$ cat src/rtl/spi_fifo_sync_pkg.sv
// rtl/spi_fifo_sync_pkg.sv - shared constants and helpers for the SPI data-path FIFOs
package spi_fifo_sync_pkg;

    localparam int SPI_FIFO_DATA_W = 8;
    localparam int SPI_FIFO_DEPTH  = 261;

    // Bits needed to hold values 0..v-1; used for pointer and count widths.
    function automatic int clog2(input int v);
        int r;
        r = 0;
        while ((1 << r) < v) begin
            r = r + 1;
        end
        return r;
    endfunction

endpackage

$ cat src/rtl/spi_fifo_sync_if.sv
// rtl/spi_fifo_sync_if.sv - FIFO data/control/status bundle between producer, consumer and FIFO
interface spi_fifo_sync_if
    import spi_fifo_sync_pkg::*;
#(
    parameter int DATA_W = SPI_FIFO_DATA_W,
    parameter int DEPTH  = SPI_FIFO_DEPTH
);
    localparam int CNT_W = clog2(DEPTH + 1);

    logic              flush;
    logic              wr_en;
    logic [DATA_W-1:0] data_in;
    logic              rd_en;
    logic [DATA_W-1:0] data_out;
    logic              empty;
    logic              full;
    logic              almost_empty;
    logic              almost_full;
    logic [CNT_W-1:0]  count;
    logic              overflow;
    logic              underflow;
    logic              err_clr;

    modport master (
        output flush, wr_en, data_in, rd_en, err_clr,
        input  data_out, empty, full, almost_empty, almost_full, count, overflow, underflow
    );

    modport slave (
        input  flush, wr_en, data_in, rd_en, err_clr,
        output data_out, empty, full, almost_empty, almost_full, count, overflow, underflow
    );

endinterface

$ cat src/rtl/spi_fifo_ram.sv
// rtl/spi_fifo_ram.sv - simple dual-port RAM, synchronous write, asynchronous read
module spi_fifo_ram #(
    parameter int DATA_W = 8,
    parameter int DEPTH  = 261,
    parameter int ADDR_W = 9
) (
    input  logic              clk,
    input  logic              we,
    input  logic [ADDR_W-1:0] waddr,
    input  logic [DATA_W-1:0] wdata,
    input  logic [ADDR_W-1:0] raddr,
    output logic [DATA_W-1:0] rdata
);

    logic [DATA_W-1:0] mem [DEPTH];

    always_ff @(posedge clk) begin
        if (we) begin
            mem[waddr] <= wdata;
        end
    end

    assign rdata = mem[raddr];

endmodule

$ cat src/rtl/spi_fifo_sync.sv
// rtl/spi_fifo_sync.sv - parametrised synchronous FIFO with flush, level flags and sticky errors
module spi_fifo_sync
    import spi_fifo_sync_pkg::*;
#(
    parameter int DATA_W   = SPI_FIFO_DATA_W,
    parameter int DEPTH    = SPI_FIFO_DEPTH,
    parameter int AF_LEVEL = DEPTH - 1,
    parameter int AE_LEVEL = 1,
    parameter int FWFT     = 1
) (
    input  logic            clk,
    input  logic            reset,
    spi_fifo_sync_if.slave  bus
);

    localparam int CNT_W = clog2(DEPTH + 1);
    localparam int PTR_W = clog2(DEPTH);

    localparam logic [PTR_W-1:0] PTR_LAST = PTR_W'(DEPTH - 1);
    localparam logic [CNT_W-1:0] CNT_FULL = CNT_W'(DEPTH);
    localparam logic [CNT_W-1:0] CNT_AF   = CNT_W'(AF_LEVEL);
    localparam logic [CNT_W-1:0] CNT_AE   = CNT_W'(AE_LEVEL);

    logic [PTR_W-1:0]  rd_ptr, wr_ptr, rd_ptr_nxt, wr_ptr_nxt;
    logic [CNT_W-1:0]  count_q, count_nxt;
    logic              empty_q, full_q, ae_q, af_q;
    logic              ovf_q, udf_q;
    logic [DATA_W-1:0] dout_q, ram_rdata;
    logic              reading, writing, ram_we;

    // A full FIFO still takes a write when the same cycle frees a slot.
    assign reading = bus.rd_en && !empty_q;
    assign writing = bus.wr_en && (!full_q || reading);
    assign ram_we  = writing && !bus.flush && !reset;

    always_comb begin
        rd_ptr_nxt = rd_ptr;
        wr_ptr_nxt = wr_ptr;
        count_nxt  = count_q;
        if (reading) begin
            rd_ptr_nxt = (rd_ptr == PTR_LAST) ? '0 : rd_ptr + 1'b1;
        end
        if (writing) begin
            wr_ptr_nxt = (wr_ptr == PTR_LAST) ? '0 : wr_ptr + 1'b1;
        end
        if (writing && !reading) begin
            count_nxt = count_q + 1'b1;
        end else if (reading && !writing) begin
            count_nxt = count_q - 1'b1;
        end
    end

    spi_fifo_ram #(
        .DATA_W (DATA_W),
        .DEPTH  (DEPTH),
        .ADDR_W (PTR_W)
    ) u_ram (
        .clk   (clk),
        .we    (ram_we),
        .waddr (wr_ptr),
        .wdata (bus.data_in),
        .raddr (rd_ptr),
        .rdata (ram_rdata)
    );

    always_ff @(posedge clk) begin
        if (reset) begin
            rd_ptr  <= '0;
            wr_ptr  <= '0;
            count_q <= '0;
            empty_q <= 1'b1;
            ae_q    <= 1'b1;
            full_q  <= 1'b0;
            af_q    <= 1'b0;
            dout_q  <= '0;
        end else if (bus.flush) begin
            rd_ptr  <= '0;
            wr_ptr  <= '0;
            count_q <= '0;
            empty_q <= 1'b1;
            ae_q    <= 1'b1;
            full_q  <= 1'b0;
            af_q    <= 1'b0;
        end else begin
            rd_ptr  <= rd_ptr_nxt;
            wr_ptr  <= wr_ptr_nxt;
            count_q <= count_nxt;
            empty_q <= (count_nxt == '0);
            full_q  <= (count_nxt == CNT_FULL);
            af_q    <= (count_nxt >= CNT_AF);
            ae_q    <= (count_nxt <= CNT_AE);
            if (reading) begin
                dout_q <= ram_rdata;
            end
        end
    end

    // A new error in the err_clr cycle leaves the flag set.
    always_ff @(posedge clk) begin
        if (reset) begin
            ovf_q <= 1'b0;
            udf_q <= 1'b0;
        end else begin
            ovf_q <= (ovf_q && !bus.err_clr) || (!bus.flush && bus.wr_en && !writing);
            udf_q <= (udf_q && !bus.err_clr) || (!bus.flush && bus.rd_en && !reading);
        end
    end

    assign bus.data_out     = (FWFT != 0) ? (empty_q ? '0 : ram_rdata) : dout_q;
    assign bus.empty        = empty_q;
    assign bus.full         = full_q;
    assign bus.almost_empty = ae_q;
    assign bus.almost_full  = af_q;
    assign bus.count        = count_q;
    assign bus.overflow     = ovf_q;
    assign bus.underflow    = udf_q;

endmodule
$ cat src/flat_wrapper.sv
// flat-port wrapper written by rule: the top's interface ports become plain ports
module spi_fifo_sync_flat import spi_fifo_sync_pkg::*;
#(
    parameter int DATA_W   = SPI_FIFO_DATA_W,
    parameter int DEPTH    = SPI_FIFO_DEPTH,
    parameter int AF_LEVEL = DEPTH - 1,
    parameter int AE_LEVEL = 1,
    parameter int FWFT     = 1
)
  (clk, reset, bus_flush, bus_wr_en, bus_data_in, bus_rd_en, bus_err_clr, bus_data_out, bus_empty, bus_full, bus_almost_empty, bus_almost_full, bus_count, bus_overflow, bus_underflow);
  spi_fifo_sync_if #(.DATA_W(DATA_W), .DEPTH(DEPTH)) bus_i ();
  input  logic clk;
  input  logic reset;
  input wire logic [$bits(bus_i.flush)-1:0] bus_flush;
  input wire logic [$bits(bus_i.wr_en)-1:0] bus_wr_en;
  input wire logic [$bits(bus_i.data_in)-1:0] bus_data_in;
  input wire logic [$bits(bus_i.rd_en)-1:0] bus_rd_en;
  input wire logic [$bits(bus_i.err_clr)-1:0] bus_err_clr;
  output wire logic [$bits(bus_i.data_out)-1:0] bus_data_out;
  output wire logic [$bits(bus_i.empty)-1:0] bus_empty;
  output wire logic [$bits(bus_i.full)-1:0] bus_full;
  output wire logic [$bits(bus_i.almost_empty)-1:0] bus_almost_empty;
  output wire logic [$bits(bus_i.almost_full)-1:0] bus_almost_full;
  output wire logic [$bits(bus_i.count)-1:0] bus_count;
  output wire logic [$bits(bus_i.overflow)-1:0] bus_overflow;
  output wire logic [$bits(bus_i.underflow)-1:0] bus_underflow;
  assign bus_i.flush = bus_flush;
  assign bus_i.wr_en = bus_wr_en;
  assign bus_i.data_in = bus_data_in;
  assign bus_i.rd_en = bus_rd_en;
  assign bus_i.err_clr = bus_err_clr;
  assign bus_data_out = bus_i.data_out;
  assign bus_empty = bus_i.empty;
  assign bus_full = bus_i.full;
  assign bus_almost_empty = bus_i.almost_empty;
  assign bus_almost_full = bus_i.almost_full;
  assign bus_count = bus_i.count;
  assign bus_overflow = bus_i.overflow;
  assign bus_underflow = bus_i.underflow;
  spi_fifo_sync #(.DATA_W(DATA_W), .DEPTH(DEPTH), .AF_LEVEL(AF_LEVEL), .AE_LEVEL(AE_LEVEL), .FWFT(FWFT)) u_core (.clk(clk), .reset(reset), .bus(bus_i));
endmodule
$ cat config.mk
export PLATFORM = sky130hd
export DESIGN_NAME = spi_fifo_sync_flat
export DESIGN_NICKNAME = d
export VERILOG_FILES = /design/src/rtl/spi_fifo_sync_pkg.sv /design/src/rtl/spi_fifo_sync_if.sv /design/src/rtl/spi_fifo_ram.sv /design/src/rtl/spi_fifo_sync.sv /design/src/flat_wrapper.sv
export SDC_FILE = /design/constraint.sdc
export NUM_CORES = 2
export LEC_CHECK = 0
export ABC_CLOCK_PERIOD_IN_PS = 2350
export CAP_MARGIN = 30
export CORE_MARGIN = 8
export CORE_UTILIZATION = 30
export CTS_BUF_LIST = sky130_fd_sc_hd__clkbuf_8 sky130_fd_sc_hd__clkbuf_16
export DETAILED_ROUTE_END_ITERATION = 12
export GPL_TIMING_DRIVEN = 1
export PLACE_DENSITY = 0.53
export SLEW_MARGIN = 20
export SYNTH_ARGS = -nofsm -noshare
export SYNTH_HDL_FRONTEND = slang
export SYNTH_SLANG_ARGS = --single-unit
$ cat constraint.sdc
create_clock -name clk -period 2.35 [get_ports clk]
set_input_delay 0.235 -clock clk [delete_from_list [all_inputs] [get_ports clk]]
set_output_delay 0.235 -clock clk [all_outputs]
set_load 0.05 [all_outputs]
-- Word-level counts from Yosys, hierarchy flattened
Memories as Yosys holds them, arrays and structs flattened. A register that Yosys moved wholly into a read port is not among the register bits.
Index checks and enable logic that the tools add are counted.
- ROM bits: 0
- memory bits (writable): 2088
- memories kept: 1
- bits in latches: 0
- register bits after elaboration: 33
- input bits: 14
- word-level logic and storage cells: 52
- output and inout bits: 23
- multipliers: 0
- bitwise gates (word level): 0
- mux-type cells: 9
- div/mod/pow operators: 0
- magnitude comparators: 2
- equal/unequal tests: 3
- $add $sub $neg: 4
- shifts and indexed selects: 0
- reduce and logical (&&, ||, !) cells: 24
- memories (memory ; depth ; bits a word ; rd ports ; clocked after memory_dff ; wr ports ; line ; source):
    u_core.u_ram.mem ; 261 ; 8 ; 1 ; 1 ; 1 ; spi_fifo_ram.sv:15 ; logic [DATA_W-1:0] mem [DEPTH];
- operator list (operator ; count):
    two-way mux 9 bit ; 6
    adder 9 x 1 -> 9 bit (second input constant) ; 3
    equality test 9 bit (second input constant) ; 3
    logical AND 1 bit ; 12
    >= comparator 9 bit (second input constant) ; 1
    <= comparator 9 x 1 -> 1 bit (second input constant) ; 1
    logical NOT 9 bit ; 1
    subtractor 9 x 1 -> 9 bit (second input constant) ; 1
    two-way mux 8 bit ; 1
    logical NOT 1 bit ; 7
    logical OR 1 bit ; 3
    two-way mux 1 bit ; 2
    OR reduction 2 bit ; 1

-- Depth between registers and ports, before layout
- word-level depth: 9
- mapped depth: 12
- depth with buffers taken out: 8

-- Cells and area by module
From an unflattened synthesis, not the netlist that was laid out.
- cells, all modules: 4246
- area, all modules: 83497.6 um^2
- by module, submodules not included (module ; cells each ; times used ; sequential area each (um^2) ; area each (um^2)):
    spi_fifo_ram ; 4035 ; 1 ; 62700.1 ; 81627.0
    spi_fifo_sync ; 211 ; 1 ; 660.6 ; 1870.5

-- Least setup slack after synthesis
Ideal clock, no wire load.
- path kind: register -> output
- start point: reg (tool-made name)
- end point: out bus_data_out[3]
- data arrival time: 3.053 ns
- slack: -0.938 ns
- buffers on the path: 3
- cell stages (with the launch flop): 11
- data required time: 2.115 ns
- cells stage by stage: dfxtp_1 > buf_6 > buf_12 > buf_12 > mux2i_1 > o221ai_2 > nor2_1 > a2111o_1 > nor4_1 > nand4_1 > o311ai_1
- RTL lines (item ; line ; source):
    end: declaration ; flat_wrapper.sv:19 ; output wire logic [$bits(bus_i.data_out)-1:0] bus_data_out;

==> flow_metrics.py <==
metrics = {
    "logic_synthesis": {
        "avgSynthCellArea_um2": 18.9,
        "synth_fp_nets": 4483,
        "synth_xor_xnor_area_share": 0.00229,
        "yosysSeqAreaShare": 0.755,
        "synth_compound_area_frac": 0.0457,
        "synth-main-ff-cell": "edfxtp_1",
        "synth_fa_ha_area_frac": 0.00119,
        "synth.largest_area_cell": "edfxtp_1",
        "synth_top_family_by_area": "multiplexers",
        "yosysTopAreaCellShare": 0.745,
        "yosys-top-cells-area": "edfxtp_1, mux4_2, mux2i_1",
        "yosys.area_share.simple": 0.0391,
        "netlist_instances": 4461,
        "ys_ff_latch": 2130,
        "ys_warn_count": 0,
        "synth_edf_count": 2088,
        "synth_async_sr_flop_share": 0,
        "synth_mux_area_frac": 0.134,
        "synth_area_um2": 84100,
        "synth.distinct_cells": 83,
    },
    "run_status": {
        "violations": "setup timing",
        "status": "finished, violations left",
    },
    "cts": {
        "cts_tree": "done",
        "cts_sinks": 2130,
        "cts_max_path_buffers": 3,
        "cts_buffers": 219,
        "cts_root_buf": "clkbuf_16",
        "clk_pin_slew_worst_paths_ns": 0.06,
        "h-tree-depth": 4,
        "clk_latency_ns": 0.89,
    },
    "pwr": {
        "ir_worst_vdd_mv": 0.766,
        "powerDensity_nw_per_um2": 722,
        "cellLeakagePower_nw": 34.1,
    },
    "route": {
        "wire_per_inst_um": 28.4,
        "route.detailed.drc": 0,
        "vias_per_cell": 5.13,
        "ant_nets": 0,
        "vias": 48700,
        "drt_wl_total_um": 270000,
        "drt_iter0_drc": 5221,
        "dr.pass1.iters": 6,
    },
    "timing": {
        "finalHoldViolations": 0,
        "fmax_mhz": 239,
        "finalSetupViolCount": 12,
        "fin_skew_ns": 0.0501,
        "fin_crit_sh": 1.78,
        "slew_violations": 0,
        "layout_setup_ws_ns": -1.83,
        "timing.hold.ws_ns": 0.0991,
        "period_minus_slack_ns": 4.18,
        "grt_setup_unrepaired": "yes",
        "slew_headroom": 0.330,
        "worst_pin_slew_ns": 1.00,
    },
    "worst_setup_path": {
        "critPathLaunchType": "flip-flop",
        "arrival_ns": 3.94,
        "critical_path_class": "reg2out",
        "r2r_slack_ns": -0.16,
        "reg2reg_depth": 8,
        "crit_fanout": 16,
        "endpoint_kind": "output pin",
        "critPathRequiredTime_ns": 2.12,
    },
    "final_layout": {
        "fin_nets": 5593,
        "synthToLayoutAreaGrowth_pct": 28.8,
        "stdcell_area_um2": 108000,
        "final_util": 0.388,
        "regArea_um2": 63600,
        "fill_cells": 25600,
        "multi_input_area_um2": 20900,
        "drive_gt1_frac": 0.361,
    },
    "floorplanning": {
        "initial_utilization": 0.301,
        "pin_count": 37,
        "fp.dieW_um": 546,
        "fp.coreArea_um2": 279000,
        "die_area_um2": 298000,
        "num_rows": 194,
        "die_y_um": 546,
    },
    "placed_design": {
        "gp_congestion": 0.880,
        "dp_hpwl_um": 181000,
        "port_buffers": 36,
        "placed_area_um2": 98100,
        "post-place-ws_ns": -1.45,
    },
    "grt": {
        "track_usage": 0.173,
        "overflow": 0,
        "antenna_found_initial": 7,
        "grt_first_pass_wirelength_um": 375000,
        "grt_pass1_vias": 48500,
        "grt_start_max_net_pins": 90,
    },
    "min_path": {
        "hold_depth": 1,
        "hp-class": "in2reg",
    },
    "job": {
        "maxCapViolCount": 0,
    },
}
[kinds of logic after synthesis]
| family | after synthesis |
|---|---|
| xor+xnor | 22 |
| mux | 750 |
| buf+inv | 273 |
| compound gates | 545 |
| flops | 2130 |
| fa+ha+maj | 8 |
| simple gates | 733 |
[synth_stat cells, types with 18 or more instances]
library cell     n
edfxtp_1      2088
buf_1           18
dfxtp_1         42
nor2_1         359
nand4_1         20
nand2_1        125
nand3_1         66
buf_2           38
o21ai_0         40
nor3_1          59
a211oi_1        32
buf_6           42
o221ai_1       159
mux2i_1        435
buf_4           25
and2_1          23
o22ai_1        108
nor4_1          20
mux4_2         300
clkbuf_1       108
a21oi_1        112
[flip-flops by register name (all words and copies together), names as in the netlist, named ones only]
| name | flops |
|---|---|
| u_core.u_ram.mem | 2088 |
| u_core.bus.full | 1 |
| u_core.bus.overflow | 1 |
| u_core.wr_ptr | 9 |
| u_core.bus.empty | 1 |
| u_core.bus.count | 9 |
| u_core.bus.almost_empty | 1 |
| u_core.rd_ptr | 9 |
| u_core.bus.underflow | 1 |
| u_core.bus.almost_full | 1 |
[final timing paths]
path / startpoint / to
min: bus_data_in[6] / u_core.u_ram.mem[146][6]
max: flip-flop / bus_data_out[3]
max reg2reg: u_core.bus.empty / u_core.bus.almost_empty
min reg2reg: u_core.bus.overflow / u_core.bus.overflow
[area by class of cell]
cell class              count  area share
diodes                      6    0.000139
multi-input cells        2058       0.193
clock inverters           189      0.0152
well taps                3724      0.0430
flip-flops and latches   2130       0.587
inverters                  13    0.000520
clock buffers             219      0.0506
repair buffers           1149       0.111
[cell usage in the layout (no fill, tap or decap), drive strengths merged, types with 23 or more instances in the layout]
cell    Yosys  layout
o221ai    162     162
edfxtp   2088    2088
dfxtp      42      42
nand3      66      66
nor2      360     360
clkinv      0     112
a21oi     112     112
nand2     125     125
nor3       59      59
o22ai     108     108
and2       23      23
mux2i     435     435
o21ai      49      49
clkbuf    109     231
a211oi     32      32
mux4      301     301
inv        13      61
buf       151    1103
[power breakdown]
group	leakage [nW]	switching, W	internal [W]	total, W
Combinational	11.4	0.00138	0.000799	0.00218
Clock	3.62	0.0151	0.0192	0.0343
Sequential	19.1	0.0000194	0.0417	0.0417
[worst max-delay path, stage by stage, from the launching register on]
cell      delay [ns]
dfxtp_4         0.46
buf_12          0.18
buf_16          0.17
buf_12          0.18
mux2i_1         0.11
o221ai_2        0.21
buf_4           0.17
o22ai_1         0.08
nor3_1          0.17
nor3_1          0.08
buf_4           0.18
or4_4           0.56
buf_4           0.16
o311ai_4        0.14
buf_12          0.20
[per-stage QoR]
step / total power (W) / cells / TNS, ns
4_1_cts: 0.0787 / 9435 / -15.13
2_1_floorplan: 0.0432 / 4461 / -32.28
5_1_grt: 0.0801 / 9485 / -15.74
3_5_place_dp: 0.0445 / 8957 / -187.25
6_report: 0.0782 / 9488 / -14.54
3_3_place_gp: 0.0444 / 8956 / -170.32
[timing repair]
action | in CTS | in global routing
hold buffers | 9 | 0
buffers inserted | 50 | 46
setup endpoints to repair | 172 | 176
pin swaps | 44 | 51
cloned | 12 | 5
gates resized for setup | 223 | 144
endpoints found under the hold margin | 299 | 0
[routing by layer]
metal  up-vias  wire (um)  GRT usage
met3       408      18200     0.0285
met4         2       9400     0.0549
met2      1941     127000      0.279
li1      20600          -          -
met5         -         13          0
met1     25700     116000      0.241
No activity file was read; power rests on OpenSTA's default activity.
